[src/rtl/aes_ctrl_pkg.sv]
// Shared types and constants for the AES-128 decryption sequencing controller.
package aes_ctrl_pkg;

  localparam int unsigned AES_NUM_ROUNDS = 10;

  typedef enum logic [2:0] {
    SEL_ARK = 3'b000,
    SEL_ISR = 3'b001,
    SEL_IMC = 3'b010,
    SEL_ISB = 3'b011,
    SEL_MSG = 3'b100
  } msg_sel_t;

  typedef enum logic [3:0] {
    ST_IDLE,
    ST_LOAD,
    ST_KEY_WAIT,
    ST_ARK0,
    ST_ISR,
    ST_ISB_WAIT,
    ST_ISB,
    ST_ARK,
    ST_IMC,
    ST_F_ISR,
    ST_F_ISB_WAIT,
    ST_F_ISB,
    ST_F_ARK,
    ST_DONE
  } ctrl_state_t;

  function automatic logic state_is_busy(input ctrl_state_t s);
    return (s != ST_IDLE) && (s != ST_DONE);
  endfunction

endpackage

[src/rtl/aes_round_counter.sv]
// 4-bit round down counter with load, decrement and an is-one flag; it holds at 1.
module aes_round_counter (
  input  logic       clk_i,
  input  logic       rst_i,
  input  logic       load_i,
  input  logic [3:0] load_val_i,
  input  logic       dec_i,
  output logic [3:0] cnt_o,
  output logic       is_one_o
);

  logic [3:0] cnt_q;
  logic [3:0] cnt_d;

  always_comb begin
    cnt_d = cnt_q;
    if (load_i) begin
      cnt_d = load_val_i;
    end else if (dec_i && (cnt_q > 4'd1)) begin
      cnt_d = cnt_q - 4'd1;
    end
  end

  always_ff @(posedge clk_i) begin
    if (rst_i) begin
      cnt_q <= '0;
    end else begin
      cnt_q <= cnt_d;
    end
  end

  assign cnt_o    = cnt_q;
  assign is_one_o = (cnt_q == 4'd1);

endmodule

[src/rtl/aes_decrypt_ctrl.sv]
// Moore sequencer for one AES-128 inverse cipher per start request.
// Define AES_CTRL_SBOX_WAIT_EN to give each InvSubBytes step a one-cycle wait for a registered S-box.
module aes_decrypt_ctrl
  import aes_ctrl_pkg::*;
#(
  parameter int unsigned NUM_ROUNDS = AES_NUM_ROUNDS
) (
  input  logic       Clk,
  input  logic       Reset,
  input  logic       start,
  input  logic       key_ready,
  output logic [2:0] msg_sel,
  output logic       ld_state,
  output logic [3:0] rk_idx,
  output logic       busy,
  output logic       done
);

  localparam logic [3:0] RK_LAST = 4'(NUM_ROUNDS);
  localparam logic [3:0] RC_INIT = 4'(NUM_ROUNDS - 1);

`ifdef AES_CTRL_SBOX_WAIT_EN
  localparam ctrl_state_t ISB_ENTRY   = ST_ISB_WAIT;
  localparam ctrl_state_t F_ISB_ENTRY = ST_F_ISB_WAIT;
`else
  localparam ctrl_state_t ISB_ENTRY   = ST_ISB;
  localparam ctrl_state_t F_ISB_ENTRY = ST_F_ISB;
`endif

  ctrl_state_t state_q;
  ctrl_state_t state_d;
  msg_sel_t    sel;
  logic        cnt_load;
  logic        cnt_dec;
  logic [3:0]  cnt;
  logic        cnt_is_one;

  aes_round_counter u_round_counter (
    .clk_i      (Clk),
    .rst_i      (Reset),
    .load_i     (cnt_load),
    .load_val_i (RC_INIT),
    .dec_i      (cnt_dec),
    .cnt_o      (cnt),
    .is_one_o   (cnt_is_one)
  );

  always_ff @(posedge Clk) begin
    if (Reset) begin
      state_q <= ST_IDLE;
    end else begin
      state_q <= state_d;
    end
  end

  always_comb begin
    state_d  = state_q;
    cnt_load = 1'b0;
    cnt_dec  = 1'b0;
    case (state_q)
      ST_IDLE:       if (start) state_d = ST_LOAD;
      ST_LOAD:       state_d = ST_KEY_WAIT;
      ST_KEY_WAIT:   if (key_ready) state_d = ST_ARK0;
      ST_ARK0: begin
        cnt_load = 1'b1;
        state_d  = ST_ISR;
      end
      ST_ISR:        state_d = ISB_ENTRY;
      ST_ISB_WAIT:   state_d = ST_ISB;
      ST_ISB:        state_d = ST_ARK;
      ST_ARK:        state_d = ST_IMC;
      // Last middle round exits to the final round instead of decrementing.
      ST_IMC: begin
        if (cnt_is_one) begin
          state_d = ST_F_ISR;
        end else begin
          cnt_dec = 1'b1;
          state_d = ST_ISR;
        end
      end
      ST_F_ISR:      state_d = F_ISB_ENTRY;
      ST_F_ISB_WAIT: state_d = ST_F_ISB;
      ST_F_ISB:      state_d = ST_F_ARK;
      ST_F_ARK:      state_d = ST_DONE;
      ST_DONE:       if (!start) state_d = ST_IDLE;
      default:       state_d = ST_IDLE;
    endcase
  end

  always_comb begin
    sel      = SEL_MSG;
    ld_state = 1'b0;
    rk_idx   = cnt;
    case (state_q)
      ST_LOAD:       ld_state = 1'b1;
      ST_ARK0: begin
        sel      = SEL_ARK;
        rk_idx   = RK_LAST;
        ld_state = 1'b1;
      end
      ST_ISR, ST_F_ISR: begin
        sel      = SEL_ISR;
        ld_state = 1'b1;
      end
      ST_ISB_WAIT, ST_F_ISB_WAIT: sel = SEL_ISB;
      ST_ISB, ST_F_ISB: begin
        sel      = SEL_ISB;
        ld_state = 1'b1;
      end
      ST_ARK: begin
        sel      = SEL_ARK;
        ld_state = 1'b1;
      end
      ST_IMC: begin
        sel      = SEL_IMC;
        ld_state = 1'b1;
      end
      ST_F_ARK: begin
        sel      = SEL_ARK;
        rk_idx   = '0;
        ld_state = 1'b1;
      end
      default: ;
    endcase
  end

  assign msg_sel = sel;
  assign busy    = state_is_busy(state_q);
  assign done    = (state_q == ST_DONE);

endmodule

[config.mk]
export PLATFORM = sky130hd
export DESIGN_NAME = aes_decrypt_ctrl
export DESIGN_NICKNAME = d
export VERILOG_FILES = /design/src/rtl/aes_ctrl_pkg.sv /design/src/rtl/aes_round_counter.sv /design/src/rtl/aes_decrypt_ctrl.sv
export SDC_FILE = /design/constraint.sdc
export NUM_CORES = 1
export LEC_CHECK = 0
export CAP_MARGIN = 20
export CORE_AREA = 3 3 40 42
export CTS_BUF_LIST = sky130_fd_sc_hd__clkbuf_8
export CTS_CLUSTER_SIZE = 20
export DETAILED_ROUTE_END_ITERATION = 16
export DIE_AREA = 0 0 43 45
export PLACE_DENSITY_LB_ADDON = 0.12
export SYNTH_ARGS = -nofsm -noshare
export SYNTH_HDL_FRONTEND = slang
export SYNTH_SLANG_ARGS = --single-unit
[constraint.sdc]
create_clock -name Clk -period 3.4 [get_ports Clk]
set_input_delay 0.68 -clock Clk [delete_from_list [all_inputs] [get_ports Clk]]
set_output_delay 0.68 -clock Clk [all_outputs]
set_load 0.02 [all_outputs]
==> metrics.txt, run 1 <==
status completed; Slowest-stage cell, CP dfxtp_1; Initial Util 0.539; Antenna diodes 0; width of the die 43 um; setup tns final 0 ps; Async SR Flop Fraction 0; Leak 0.305 nW; power per cell area 428 nW/um^2; Layout Nets 107; first-pass GRT wire length 2.42 mm; worst hold start u_round_counter.cnt_o[0]; clock slew at reported path FFs 40 ps; most frequent cells in the layout 13 x clkdlybuf4s50_1, 9 x nand2_1, 9 x nor3_1, 8 x dfxtp_1, 7 x nor2_1; CP startpoint state_q[1]; detailed placer's ending HPWL 1.12 mm; Die ar. 1940 um^2; CP peak stage delay 680 ps; Starting DRT DRC Count 11; cts hold-fix bufs 0; Crit Path Class flop to output port; Max FO, Critical Path 16; Worst EP arrival 2190 ps; CTS Sinks 8; Post-Synthesis Cells 89; Worst Skew 0.557 ps; total grt overflow 0; WL/cell 12.8 um; largest net degree at the start of global routing 17; fraction of layout cells with a size suffix above 1 0.0909; GR Util All Layers 0.162; initial antenna violation count 0; CTS tree yes; minimum clock period 2870 ps; Tot Pwr 0.362 mW; drt drc 0; Layout area overhead 22.2%; post-CTS resize count 0; RR Startpoint state_q[3]; Cell Chain, Critical Path nand2_1, nor3_2, nor3_1, clkdlybuf4s50_1; most common cell after layout, fill and taps aside clkdlybuf4s50_1; Max Root-Sink Buffers 2; ys flop type dfxtp_1; Filler cells 132; max-slew violations 0; CTS root buf clkbuf_8; largest area contributor in the netlist dfxtp_1; core area 1280 um^2; worst-margin pin slew 587 ps; Post-synth EDFFs 0; vias post-DR 687; Port Buf Inserts 13; crit start category flop; cts bufs inserted 3; DR top layer met4; ranking of synthesized cells by area dfxtp_1 23%, nor3_1 6.5%, nand2_1 4.9%, a2111oi_4 4.0%, nor2_1 3.8%; I/O pin count 14; CP required 2720 ps; met2 WL 627 um; Final Hold Fails 0; Max-Cap Viols 0; Cell Rows 13; CP Capture Type output port; Synth Cell Area 693 um^2; Via density 6.03; RSZ-0062 raised after global routing false; Syn Nets 95; metal3 WL 51 um; post-synth top area share 0.231; maximum vdd drop 0.000358 V; Final period util 0.845; fmax 348 MHz; clk_lat worst skew 220 ps; post-synthesis sequential area ratio 0.231; vias in the first global route 551; Slew HR 0.608; Distinct cells, synth 35; TritonRoute pass-1 iters 4; wl on met1 761 um; Chip Height 45 um; Routed Antenna Nets 0; postcts setup bufs 0; syn_area_per_cell 7.79 um^2; final setup vio count 0; final wirelength 1.46 mm; Routability Congestion 0.734; synthesis-stage register bit count 8; Synth warnings 0; Hold WC Path Type flop to flop; # H-tree levels 1
cells in the mapped netlist, drive strengths merged, types with 2 or more instances:
library cell  instances
a21oi                 3
a31oi                 2
a32o                  2
buf                   6
dfxtp                 8
ha                    2
inv                   6
nand2                 9
nand3                 2
nor2                  8
nor2b                 4
nor3                 10
nor4b                 2
o21ai                 3
o22ai                 4
or3                   3
xnor2                 2
final timing paths:
kind                         endpoint  slack [ps]  cells after the start
min          u_round_counter.cnt_o[0]         600                      2
max                         rk_idx[0]         530                      4
max reg2reg  u_round_counter.cnt_o[1]        1710                      4
min reg2reg  u_round_counter.cnt_o[0]         600                      2
kinds of logic (layout without fill, tap and decap cells):
family                     after synthesis  in the layout  share of synthesized area
adders and majority gates                2              2                     0.0361
AOI/OAI and AO/OA                       21             21                      0.258
buffers and inverters                   12             22                     0.0848
DFF                                      8              8                      0.231
xor gates and xnor gates                 3              3                     0.0379
muxes                                    1              1                     0.0162
and+or+nand+nor                         42             42                      0.336
layout make-up:
cell class / count / area, um^2 / share of cell area
multi-input combinational: 69 / 474 / 0.560
sequential: 8 / 160 / 0.189
timing repair buffer: 13 / 130 / 0.154
clock buffer: 3 / 41.3 / 0.0487
inverter: 6 / 22.5 / 0.0266
tap: 15 / 18.8 / 0.0222
metal layers:
layer | GRT usage | up-vias
li1 | - | 347
met1 | 0.249 | 322
met2 | 0.234 | 16
met3 | 0.0120 | 2
met4 | 0.0602 | 0
met5 | 0 | -
sequential cells by signal (all words and copies together) (netlist names):
name                   cells
state_q                    4
u_round_counter.cnt_o      4
worst max-delay path, delay by kind of cell, from the launching register on:
kind,cells,cell delay [ps]
flip-flops,1,680
AND/OR/NAND/NOR,3,730
buffers and inverters,1,550
through the flow:
stage / hold WS, ps / worst slack, ps / cells / utilization / cell area [um^2]
after floorplan: 561 / 1450 / 89 / - / 693
after global placement: 603 / 830 / 111 / 0.627 / 806
after detailed placement: 598 / 770 / 111 / 0.627 / 806
after CTS: 611 / 526 / 114 / 0.659 / 847
after global routing: 621 / 337 / 114 / 0.659 / 847
final: 603 / 526 / 114 / 0.659 / 847
power breakdown:
| group | switching [mW] | leakage, nW | internal [mW] |
|---|---|---|---|
| Sequential | 0.0292 | 0.0651 | 0.102 |
| Clock | 0.0309 | 0.0216 | 0.0761 |
| Combinational | 0.0630 | 0.219 | 0.0609 |
| Total | 0.123 | 0.305 | 0.239 |
Power figures use the tool's default switching activity.
==> run 2, diff against run 1 <==
--- a/config.mk
+++ b/config.mk
@@ -6,11 +6,11 @@
 export NUM_CORES = 1
 export LEC_CHECK = 0
 export CAP_MARGIN = 20
-export CORE_AREA = 3 3 40 42
+export CORE_MARGIN = 3
+export CORE_UTILIZATION = 52
 export CTS_BUF_LIST = sky130_fd_sc_hd__clkbuf_8
 export CTS_CLUSTER_SIZE = 20
 export DETAILED_ROUTE_END_ITERATION = 16
-export DIE_AREA = 0 0 43 45
 export PLACE_DENSITY_LB_ADDON = 0.12
 export SYNTH_ARGS = -nofsm -noshare
 export SYNTH_HDL_FRONTEND = slang
==> constraint.sdc (replaced) <==
create_clock -name Clk -period 3 [get_ports Clk]
set_input_delay 0.6 -clock Clk [delete_from_list [all_inputs] [get_ports Clk]]
set_output_delay 0.6 -clock Clk [all_outputs]
set_load 0.02 [all_outputs]
==> metrics.txt, run 2 (synthesized netlist as in run 1, its figures left out) <==
vias post-DR 700; Filler cells 89; Max-Cap Viols 0; Slew HR 0.618; status completed; reg-to-reg endpoint u_round_counter.cnt_o[1]; Hold Path Stages 2; post-layout instance area 868 um^2; max-slew violations 0; detailed placer's ending HPWL 1.16 mm; utilization after layout 0.741; total grt overflow 0; Initial Util 0.592; Cell Chain, Critical Path inv_2, or3_1, nand2_1, o21ai_1, clkdlybuf4s50_1; Final Instance Count excl. Fillers 116; fraction of layout cells with a size suffix above 1 0.118; postcts setup bufs 0; Routability Congestion 0.783; Reg2Reg Depth 5; Layout area overhead 25.3%; core area 1170 um^2; Final period util 0.896; Antenna diodes 0; final setup vio count 0; TritonRoute pass-1 iters 4; Crit Path Class flop to output port; Placement Setup Slack 553 ps; worst hold start u_round_counter.cnt_o[1]; FF-to-FF setup slack 1410 ps; most frequent cells in the layout 13 x clkdlybuf4s50_1, 9 x nand2_1, 9 x nor3_1, 8 x dfxtp_1, 7 x nor2_1; Port Buf Inserts 13; Routed Antenna Nets 0; Layout Nets 110; CP Capture Type output port; RR Startpoint state_q[1]; width of the die 42.5 um; Die ar. 1810 um^2; placed insts 113; # H-tree levels 1; Via density 6.03; first-pass GRT wire length 2.69 mm; Hold WC Path Type flop to flop; minimum clock period 2690 ps; power per cell area 490 nW/um^2; Cell Rows 12; CP peak stage delay 680 ps; cts hold-fix bufs 0; initial antenna violation count 0; CTS tree yes; Min-Delay Endpoint u_round_counter.cnt_o[1]; fin worst setup slack 312 ps; CP required 2400 ps; maximum vdd drop 0.000368 V; Max Root-Sink Buffers 2; CTS Sinks 8; vias in the first global route 599; Chip Height 42.5 um; final wirelength 1.63 mm; worst hold slack 639 ps; worst-margin pin slew 573 ps; Final Hold Fails 0; I/O pin count 14; GR Util All Layers 0.197; post-CTS resize count 0; largest net degree at the start of global routing 17; Worst EP arrival 2090 ps; Leak 0.321 nW; cts bufs inserted 3; CTS root buf clkbuf_8; drt drc 0; Max FO, Critical Path 16; clock slew at reported path FFs 40 ps; Worst Skew 2.24 ps; Tot Pwr 0.425 mW; crit start category flop; Starting DRT DRC Count 26; WL/cell 14.1 um; most common cell after layout, fill and taps aside clkdlybuf4s50_1; clk_lat worst skew 230 ps; Slowest-stage cell, CP dfxtp_1; setup tns final 0 ps; fmax 372 MHz; placed cell area 827 um^2; RSZ-0062 raised after global routing false
-- run 2: cell count changes in the layout (fill, tap and decap cells not counted), sizes merged --
cell  previous run  this run
buf              0         3
-- run 2: how the worst max path moves through the flow --
stage | startpoint | to | slack [ps]
2_1_floorplan | state_q[2] | rk_idx[1] | 1130
3_3_place_gp | state_q[2] | rk_idx[2] | 630
3_5_place_dp | state_q[2] | rk_idx[3] | 550
4_1_cts | state_q[2] | rk_idx[3] | 320
5_1_grt | state_q[2] | rk_idx[3] | 170
6_report | state_q[2] | rk_idx[3] | 310
-- run 2: metal layers --
layer  track usage  part of all wire  vias up
met5             0                 0        -
met4        0.0745             0.013        0
met3        0.0644             0.063        4
met2         0.286              0.45       29
met1         0.268              0.47      312
li1              -                 -      355
-- run 2: power breakdown --
group / internal, mW / switching, mW
registers: 0.116 / 0.0184
clock network: 0.0867 / 0.0402
logic: 0.0754 / 0.0891
total: 0.278 / 0.148
-- run 2: final cells by class --
class / instances / area [um^2] / share of cell area
clock buffer: 3 / 41.3 / 0.0476
inverter: 6 / 22.5 / 0.0259
multi-input combinational: 69 / 474 / 0.546
sequential: 8 / 160 / 0.184
tap: 14 / 17.5 / 0.0202
timing repair buffer: 16 / 153 / 0.176
-- run 2: critical path: cells and delay by family, from the launching register on --
kind	cells	cell delay, ps
compound gates	1	50
simple gates	2	480
buf+inv	2	650
flops	1	680
